### src/rtl/dmem_ctrl.sv
`default_nettype none
// ============================================================================
// Module   : dmem_ctrl
// Purpose  : Single-outstanding data-memory controller between an RV32 core
//            load/store port and a synchronous 32-bit single-port SRAM.
//            Loads are byte/half lane-selected and sign/zero-extended.
//            Sub-word stores use a read-modify-write sequence. Word stores
//            write directly.
// Revision : 1.0  initial release
//
// Ports
//   clock       in   sole clock, all state updates on posedge
//   reset       in   synchronous, active-low reset
//   req_valid   in   core presents an access
//   req_ready   out  controller can accept (IDLE only)
//   req_addr    in   [31:0] byte address
//   req_wdata   in   [31:0] store data, LSB-aligned
//   req_op      in   [2:0]  RV32 funct3 (b/h/w/bu/hu)
//   req_we      in   1 = store, 0 = load
//   rsp_valid   out  one-cycle completion pulse
//   rsp_rdata   out  [31:0] extended load data (0 for stores/errors)
//   rsp_err     out  misaligned-access flag, valid with rsp_valid
//   ram_en      out  SRAM access strobe
//   ram_we      out  SRAM write, qualified by ram_en
//   ram_addr    out  [ADDR_W-1:0] SRAM word address
//   ram_wdata   out  [31:0] full-word SRAM write data
//   ram_rdata   in   [31:0] SRAM read data, valid the cycle after a read
//
// Optional feature macro: DMEM_MISALIGN_TRAP_EN
//   Defined   : misaligned half/word accesses complete immediately with
//               rsp_err=1 and no SRAM access.
//   Undefined : offending low address bits are ignored, rsp_err is 0.
// ============================================================================
module dmem_ctrl #(
  parameter int ADDR_W = 14
) (
  input  logic              clock,
  input  logic              reset,
  input  logic              req_valid,
  output logic              req_ready,
  input  logic [31:0]       req_addr,
  input  logic [31:0]       req_wdata,
  input  logic [2:0]        req_op,
  input  logic              req_we,
  output logic              rsp_valid,
  output logic [31:0]       rsp_rdata,
  output logic              rsp_err,
  output logic              ram_en,
  output logic              ram_we,
  output logic [ADDR_W-1:0] ram_addr,
  output logic [31:0]       ram_wdata,
  input  logic [31:0]       ram_rdata
);

  localparam logic [2:0] S_IDLE = 3'd0;
  localparam logic [2:0] S_RD   = 3'd1;
  localparam logic [2:0] S_WAIT = 3'd2;
  localparam logic [2:0] S_WR   = 3'd3;
  localparam logic [2:0] S_RESP = 3'd4;

  logic [2:0]        r_state;
  logic [ADDR_W+1:0] r_addr;
  logic [31:0]       r_wdata;
  logic [2:0]        r_op;
  logic              r_we;
  logic [31:0]       r_word;

  logic              w_accept;
  logic [7:0]        w_byte;
  logic [15:0]       w_half;
  logic [31:0]       w_load;
  logic [31:0]       w_merge;

  // Address bits above the SRAM window are deliberately ignored.
  logic w_unused_addr;
  assign w_unused_addr = &{1'b0, req_addr[31:ADDR_W+2]};

  assign w_accept = req_valid & req_ready;

`ifdef DMEM_MISALIGN_TRAP_EN
  logic r_err;
  logic w_misalign;
  // Half needs addr[0]=0; any word-class op (op[1]=1) needs addr[1:0]=0.
  assign w_misalign = ((req_op[1:0] == 2'b01) & req_addr[0]) |
                      (req_op[1] & (req_addr[1:0] != 2'b00));
`endif

  always_ff @(posedge clock) begin
    if (!reset) begin
      r_state <= S_IDLE;
      r_addr  <= '0;
      r_wdata <= '0;
      r_op    <= '0;
      r_we    <= 1'b0;
      r_word  <= '0;
`ifdef DMEM_MISALIGN_TRAP_EN
      r_err   <= 1'b0;
`endif
    end else begin
      case (r_state)
        S_IDLE: begin
          if (w_accept) begin
            r_addr  <= req_addr[ADDR_W+1:0];
            r_wdata <= req_wdata;
            r_op    <= req_op;
            r_we    <= req_we;
`ifdef DMEM_MISALIGN_TRAP_EN
            r_err   <= w_misalign;
            if (w_misalign)
              r_state <= S_RESP;
            else
`endif
            if (req_we & req_op[1])
              r_state <= S_WR;   // full-word store skips the read
            else
              r_state <= S_RD;
          end
        end
        S_RD:   r_state <= S_WAIT;
        S_WAIT: begin
          r_word  <= ram_rdata;
          r_state <= r_we ? S_WR : S_RESP;
        end
        S_WR:   r_state <= S_RESP;
        S_RESP: r_state <= S_IDLE;
        default: r_state <= S_IDLE;
      endcase
    end
  end

  // Lane extraction for loads and lane merge for sub-word stores.
  always_comb begin
    w_byte  = 8'h00;
    w_half  = 16'h0000;
    w_load  = 32'h0;
    w_merge = r_word;

    case (r_addr[1:0])
      2'b00:   w_byte = r_word[7:0];
      2'b01:   w_byte = r_word[15:8];
      2'b10:   w_byte = r_word[23:16];
      default: w_byte = r_word[31:24];
    endcase
    w_half = r_addr[1] ? r_word[31:16] : r_word[15:0];

    // op[2] selects zero extension (bu/hu).
    case (r_op[1:0])
      2'b00:   w_load = {{24{w_byte[7] & ~r_op[2]}}, w_byte};
      2'b01:   w_load = {{16{w_half[15] & ~r_op[2]}}, w_half};
      default: w_load = r_word;
    endcase

    case (r_op[1:0])
      2'b00: begin
        case (r_addr[1:0])
          2'b00:   w_merge[7:0]   = r_wdata[7:0];
          2'b01:   w_merge[15:8]  = r_wdata[7:0];
          2'b10:   w_merge[23:16] = r_wdata[7:0];
          default: w_merge[31:24] = r_wdata[7:0];
        endcase
      end
      2'b01: begin
        if (r_addr[1])
          w_merge[31:16] = r_wdata[15:0];
        else
          w_merge[15:0]  = r_wdata[15:0];
      end
      default: w_merge = r_wdata;
    endcase
  end

  // Control outputs are forced low while reset is asserted so that a WR
  // state coinciding with reset never reaches the SRAM.
  assign req_ready = reset & (r_state == S_IDLE);
  assign rsp_valid = reset & (r_state == S_RESP);
  assign ram_en    = reset & ((r_state == S_RD) | (r_state == S_WR));
  assign ram_we    = reset & (r_state == S_WR);
  assign ram_addr  = r_addr[ADDR_W+1:2];
  assign ram_wdata = w_merge;

`ifdef DMEM_MISALIGN_TRAP_EN
  assign rsp_err   = rsp_valid & r_err;
  assign rsp_rdata = (rsp_valid & ~r_we & ~r_err) ? w_load : 32'h0;
`else
  assign rsp_err   = 1'b0;
  assign rsp_rdata = (rsp_valid & ~r_we) ? w_load : 32'h0;
`endif

endmodule
`default_nettype wire

### config.mk
export PLATFORM = sky130hd
export DESIGN_NAME = dmem_ctrl
export DESIGN_NICKNAME = d
export VERILOG_FILES = /design/src/rtl/dmem_ctrl.sv
export SDC_FILE = /design/constraint.sdc
export NUM_CORES = 1
export LEC_CHECK = 0
export ABC_AREA = 1
export CAP_MARGIN = 0
export CORE_ASPECT_RATIO = 0.6
export CORE_MARGIN = 2
export CORE_UTILIZATION = 45
export CTS_CLUSTER_SIZE = 25
export DETAILED_ROUTE_END_ITERATION = 8
export PLACE_DENSITY = 0.81
export SYNTH_ARGS = -nofsm -noshare
export SYNTH_HDL_FRONTEND = slang
export SYNTH_SLANG_ARGS = --single-unit
### constraint.sdc
create_clock -name clock -period 2.3 [get_ports clock]
set_clock_uncertainty 0.05 [all_clocks]
set_input_delay 0.23 -clock clock [delete_from_list [all_inputs] [get_ports clock]]
set_output_delay 0.23 -clock clock [all_outputs]
set_load 0.01 [all_outputs]
==> reports/results.ini, run 1 <==
[run_status]
outcome=completed

[cts]
cts_buffers=9
clk_latency_ns=0.35
cts_hold_buffers=0
path_clk_slew_ns=0.07
clockBufferDepth=2
cts.sinks=87
cts_tree=built
htreeDepth=3
cts-root-buf=clkbuf_16

[cells_and_area]
area_delta_synth_final_pct=43.7
fill_cells=998
most-common-layout-cells=nand3_1, nand2_1, clkdlybuf4s50_1, a21oi_1, o21ai_0
regArea_sq_um=1750
final_common_cell=nand3_1
n_antenna_cell=0
utilization=0.673
final_nets=1039
fin_cells=1080
multiInputGateArea_sq_um=2750
drive_gt1_frac=0.116

[die]
dieWidth_um=140
die_h_um=85.9
dieArea_sq_um=12100
io_pins=186
initial_core_util=0.468
num_rows=29
core_area_sq_um=10700

[logic_synthesis]
ys_seq_elements=87
synthCells=790
synthFlopType=dfxtp_1
syn_avg_cell_area_sq_um=6.37
ys_warn_count=0
syn-num-nets=893
synth_area_sq_um=5030
async_reset_ff_frac=0
synth_cell_types=23
synth-edff-count=0
synth-seq-area-share=0.346

[sta]
worst_slack_ns=0.0740
setup_viol=0
worstMarginPinSlew_ns=0.810
finalCriticalPeriod_ns=2.23
final.setup.tns_ns=0
layout_worst_path_cycle_share=0.968
fmax_mhz=449
maxSlewHeadroom=0.460
finalMaxSlewViolations=0
hold_violations=0
rsz0062_at_grt=no

[critical_path]
critPathArrivalTime_ns=1.95
path_class=reg -> out
cp-end-kind=output pin
critical_path.slowest_cell=clkdlybuf4s50_1
crit_path_start_kind=flop
slowest_delay_ns=0.55
worstPathCellList=buf_6 > nand2_4 > nand2_4 > nand2_4 > nor2_1 > a21oi_1 > clkdlybuf4s50_1
path_buf_inv=2
path_max_fanout=7
critPathTopFamily=buffers and inverters
cp_common_cell=nand2_4
worstPathRequired_ns=2.02

[route]
wl_mm=19.0
wl_met1_mm=8.69
ant_nets=0
drtIter0Drc=728
routed.top_layer=met4
via_per_inst=5.65
vias=6102
met2_length_mm=7.60
drc=0
wl_per_cell_um=17.6
met3_wirelength_mm=2.36
first_pass_iters=6

[grt]
grt_pass1_vias=5435
grt_max_degree=86
grt_pass1_wl_mm=29.4
grt.overflow.total=0
antenna_found_initial=0
grt_util_all_layers=0.314

[hold_path]
min_path_type=in -> reg

[power_and_ir_drop]
p_leak_nw=3.35
vdd_ir_drop_max_mv=0.390
p_per_area_nw_per_um2=725

[place]
dp_cells=1058
gp_congestion=0.996
dp.final_hpwl_mm=13.8
port_buffers=168
place_ws_ns=0.117

[job]
cap_viol_max_count=0

synthesized netlist by cell type, types with 5 or more instances:
cell,number,area [sq um]
nand3_1,180,901
nand2_1,147,552
a21oi_1,93,465
o21ai_0,90,450
a21oi_2,5,43.8
inv_1,58,218
clkbuf_1,38,143
inv_2,6,22.5
dfxtp_1,87,1740
o211ai_1,7,52.6
buf_4,17,128
buf_2,13,65.1
nor2_1,29,109
nor2_2,5,31.3
where the power goes:
group	internal (mW)	switching (mW)	total, mW
Clock	0.988	0.649	1.64
Combinational	0.727	1.03	1.76
Sequential	1.69	0.156	1.84
Total	3.40	1.84	5.24
routing by layer:
| metal | global-route usage | up-vias |
|---|---|---|
| li1 | - | 2941 |
| met1 | 0.471 | 2791 |
| met2 | 0.444 | 336 |
| met3 | 0.0877 | 34 |
| met4 | 0.0709 | 0 |
| met5 | 0 | - |
flip-flops by register name, summed over array words and instances, names as in the netlist:
signal and flops:
r_addr 16, r_op 3, r_state 3, r_wdata 32, r_we 1, r_word 32
worst register-to-register path: stages (launching register included):
cell and delay (ns):
dfxtp_2 0.34, nor2_2 0.13, nand2_1 0.14, nor2_4 0.19
nand2_1 0.09, buf_4 0.26, nand3_1 0.14, o21ai_0 0.12
final timing paths:
kind | start | to | slack, ns | cells past startpoint
worst max-delay path | r_addr[1]$_SDFFE_PN0P_ | ram_wdata[4] | 0.07 | 7
worst min-delay path | req_valid | r_addr[2]$_SDFFE_PN0P_ | 0.24 | 3
worst max register to register | r_state[0]$_SDFFE_PN0P_ | r_op[1]$_SDFFE_PN0P_ | 0.69 | 7
worst min register to register | r_addr[14]$_SDFFE_PN0P_ | r_addr[14]$_SDFFE_PN0P_ | 0.41 | 2
metrics by stage:
stage | hold slack, ns | instance area, sq um | power (mW)
floorplan | 0.318 | 5030 | 2.77
global placement | 0.403 | 6810 | 3.55
detailed placement | 0.405 | 6810 | 3.57
CTS | 0.237 | 7220 | 5.19
global route | 0.269 | 7230 | 5.49
finish | 0.243 | 7230 | 5.24
layout make-up:
class                   instances  share of cell area
clock buffers                  10              0.0331
clock inverters                 6              0.0126
inverters                      64              0.0345
multi-input cells             566               0.380
flip-flops and latches         87               0.243
well taps                     139              0.0241
repair buffers                208               0.273
timing repair:
item | in CTS | in global routing
pin swaps | 1 | 1
cloned | 2 | 0
endpoints found under the setup margin | 64 | 27
buffers inserted | 4 | 0
gates resized for setup | 76 | 55
logic make-up after synthesis:
| logic type | Yosys count | synth area share |
|---|---|---|
| other cells | 1 | 0.000746 |
| compound gates | 196 | 0.203 |
| buf+inv | 138 | 0.123 |
| flops | 87 | 0.346 |
| simple gates | 368 | 0.326 |
Note: power is estimated with default switching activity, not from simulation.
==> inputs of run 2 (changes only) <==
--- a/config.mk
+++ b/config.mk
@@ -6,7 +6,7 @@
 export NUM_CORES = 1
 export LEC_CHECK = 0
 export ABC_AREA = 1
-export CAP_MARGIN = 0
+export CAP_MARGIN = 10
 export CORE_ASPECT_RATIO = 0.6
 export CORE_MARGIN = 2
 export CORE_UTILIZATION = 45
==> results of run 2 <==
Same layout as run 1: the final DEF is identical, and so are final timing and power.
==> inputs of run 3 (changes only) <==
--- a/config.mk
+++ b/config.mk
@@ -6,8 +6,7 @@
 export NUM_CORES = 1
 export LEC_CHECK = 0
 export ABC_AREA = 1
-export CAP_MARGIN = 10
-export CORE_ASPECT_RATIO = 0.6
+export CAP_MARGIN = 20
 export CORE_MARGIN = 2
 export CORE_UTILIZATION = 45
 export CTS_CLUSTER_SIZE = 25
==> reports/results.ini, run 3 (synthesized netlist as in run 1, its figures left out) <==
[run_status]
outcome=completed

[route]
ant_nets=0  ; unchanged
drtIter0Drc=523  ; -28%
wl_mm=17.5  ; -7.7%
vias=5933  ; -2.8%
wl_per_cell_um=16.2  ; -7.4%
drc=0  ; unchanged
via_per_inst=5.51  ; -2.5%
first_pass_iters=5  ; -1

[power_and_ir_drop]
p_per_area_nw_per_um2=665  ; -8.3%
combPwrFrac=0.361  ; +0.025
p_sw_mw=1.76  ; -4.1%
power.share.clock=0.243  ; -0.069
p_leak_nw=3.24  ; -3.3%
internal-power_mw=2.92  ; -14%
power.share.switching=0.376  ; +0.0257
p_total_mw=4.68  ; -11%
pwr-share-seq=0.395  ; +0.043
vdd_ir_drop_max_mv=0.403  ; +3.2%

[critical_path]
worstPathRequired_ns=2.02  ; about the same
critPathTopFamily=buffers and inverters
reg2reg_setup_slack_ns=0.51  ; -0.18 ns
slowest_delay_ns=0.39  ; -0.16 ns
r2r_cells=8  ; +1
crit_path_start_kind=flop
worstPathCellList=inv_2 > nor2_2 > buf_6 > clkinvlp_4 > buf_12 > a21oi_1 > o21ai_0 > nand3_1 > dlygate4sd2_1
critPathArrivalTime_ns=1.92  ; -0.03 ns
path_buf_inv=5  ; +3
path_max_fanout=15  ; +8
cp-end-kind=output pin
path_class=reg -> out
critical_path.slowest_cell=dfxtp_4
crit_cells=9  ; +2

[sta]
worstMarginPinSlew_ns=0.848  ; +0.0385 ns
fmax_mhz=455  ; +1.3%
hold_violations=0  ; unchanged
whs_ns=0.276  ; +0.0336 ns
final.setup.tns_ns=0  ; unchanged
maxSlewHeadroom=0.435  ; -0.0257
finalCriticalPeriod_ns=2.20  ; -0.0280 ns
rsz0062_at_grt=yes
layout_worst_path_cycle_share=0.956  ; -0.0122
setup_viol=0  ; unchanged
worst_slack_ns=0.102  ; +0.0280 ns
finalMaxSlewViolations=0  ; unchanged

[die]
initial_core_util=0.462  ; -0.00635
die_h_um=110  ; +28%
dieArea_sq_um=12000  ; -0.23%
dieWidth_um=110  ; -22%
io_pins=186  ; unchanged
core_area_sq_um=10900  ; +1.4%
num_rows=38  ; +31%

[grt]
grt_max_degree=86  ; unchanged
antenna_found_initial=0  ; unchanged
grt_pass1_vias=5330  ; -1.9%
grt.overflow.total=0  ; unchanged
grt_util_all_layers=0.295  ; -0.0185
grt_pass1_wl_mm=27.4  ; -6.9%

[cts]
cts_tree=built
clk_latency_ns=0.37  ; +0.02 ns
cts_hold_buffers=0  ; unchanged
cts.sinks=87  ; unchanged
htreeDepth=3  ; unchanged
cts-root-buf=clkbuf_8
clockBufferDepth=2  ; unchanged
cts_buffers=9  ; unchanged
path_clk_slew_ns=0.10  ; +0.03 ns

[place]
gp_congestion=0.985  ; -1.1%
place_ws_ns=0.112  ; -0.00554 ns
dp.final_hpwl_mm=12.5  ; -9.4%
dp_cells=1050  ; -0.76%
port_buffers=168  ; unchanged

[hold_path]
min_path_type=in -> reg
worstHoldPathCells=5  ; +2

[cells_and_area]
final_common_cell=nand3_1
drive_gt1_frac=0.109  ; -0.00698
most-common-layout-cells=nand3_1, nand2_1, clkdlybuf4s50_1, a21oi_1, o21ai_0
fill_cells=1059  ; +6.1%
area_delta_synth_final_pct=40.0
final_nets=1035  ; -0.38%
n_antenna_cell=0  ; unchanged
fin_cells=1077  ; -0.28%
reg.largest.list=r_wdata x32, r_word x32, r_addr x16

[job]
cap_viol_max_count=0  ; unchanged

[run 3: what timing repair did]
| item | 4_1_cts | 5_1_grt |
|---|---|---|
| setup endpoints to repair | 64 | 40 |
| hold endpoints to repair | 0 | 0 |
| resized for setup | 84 | 41 |
| cloned | 1 | 0 |
| pin swaps | 1 | 2 |
| buffers inserted | 5 | 5 |
[run 3: worst register-to-register path: stages, from the launching register on]
cell	delay [ns]
dfxtp_2	0.36
nor2_2	0.13
nand2_1	0.13
nor2_4	0.31
nand2_1	0.09
buf_4	0.32
nand2_1	0.17
nand2_1	0.08
nor2_1	0.09
[run 3: area by class of cell]
type	instances	area, sq um	share of cell area
clock buffer	9	124	0.0176
timing repair buffer	205	1930	0.274
clock inverter	7	80.1	0.0114
multi-input combinational	565	2730	0.387
inverter	64	249	0.0354
tap	140	175	0.0249
sequential	87	1750	0.249
[run 3: worst paths after layout]
kind	startpoint	to
min reg2reg	r_addr[4]$_SDFFE_PN0P_	r_addr[4]$_SDFFE_PN0P_
min	reset	r_state[2]$_SDFFE_PN0P_
max	r_op[0]$_SDFFE_PN0P_	ram_wdata[25]
max reg2reg	r_state[0]$_SDFFE_PN0P_	r_state[2]$_SDFFE_PN0P_
[run 3: layer usage]
metal / vias up / track usage / share of wire / routed length, um
met5: - / 0 / 0 / 0
met4: 0 / 0.118 / 0.027 / 474
met1: 2698 / 0.405 / 0.43 / 7540
li1: 2936 / - / - / -
met2: 263 / 0.462 / 0.45 / 7940
met3: 36 / 0.0492 / 0.088 / 1540
[run 3: power by group through the flow]
stage | clock network (mW) | registers, mW | logic [mW]
after global routing | 1.21 | 1.87 | 1.86
after CTS | 1.15 | 1.84 | 1.65
final | 1.14 | 1.85 | 1.69
after floorplan | 0 | 1.81 | 0.962
after detailed placement | 0 | 1.87 | 1.65
after global placement | 0 | 1.87 | 1.64
[run 3: through the flow]
stage / utilization / instance area [sq um]
after floorplan: - / 5030
after global placement: 0.620 / 6750
after detailed placement: 0.620 / 6750
after CTS: 0.645 / 7020
after global routing: 0.647 / 7040
final: 0.647 / 7040
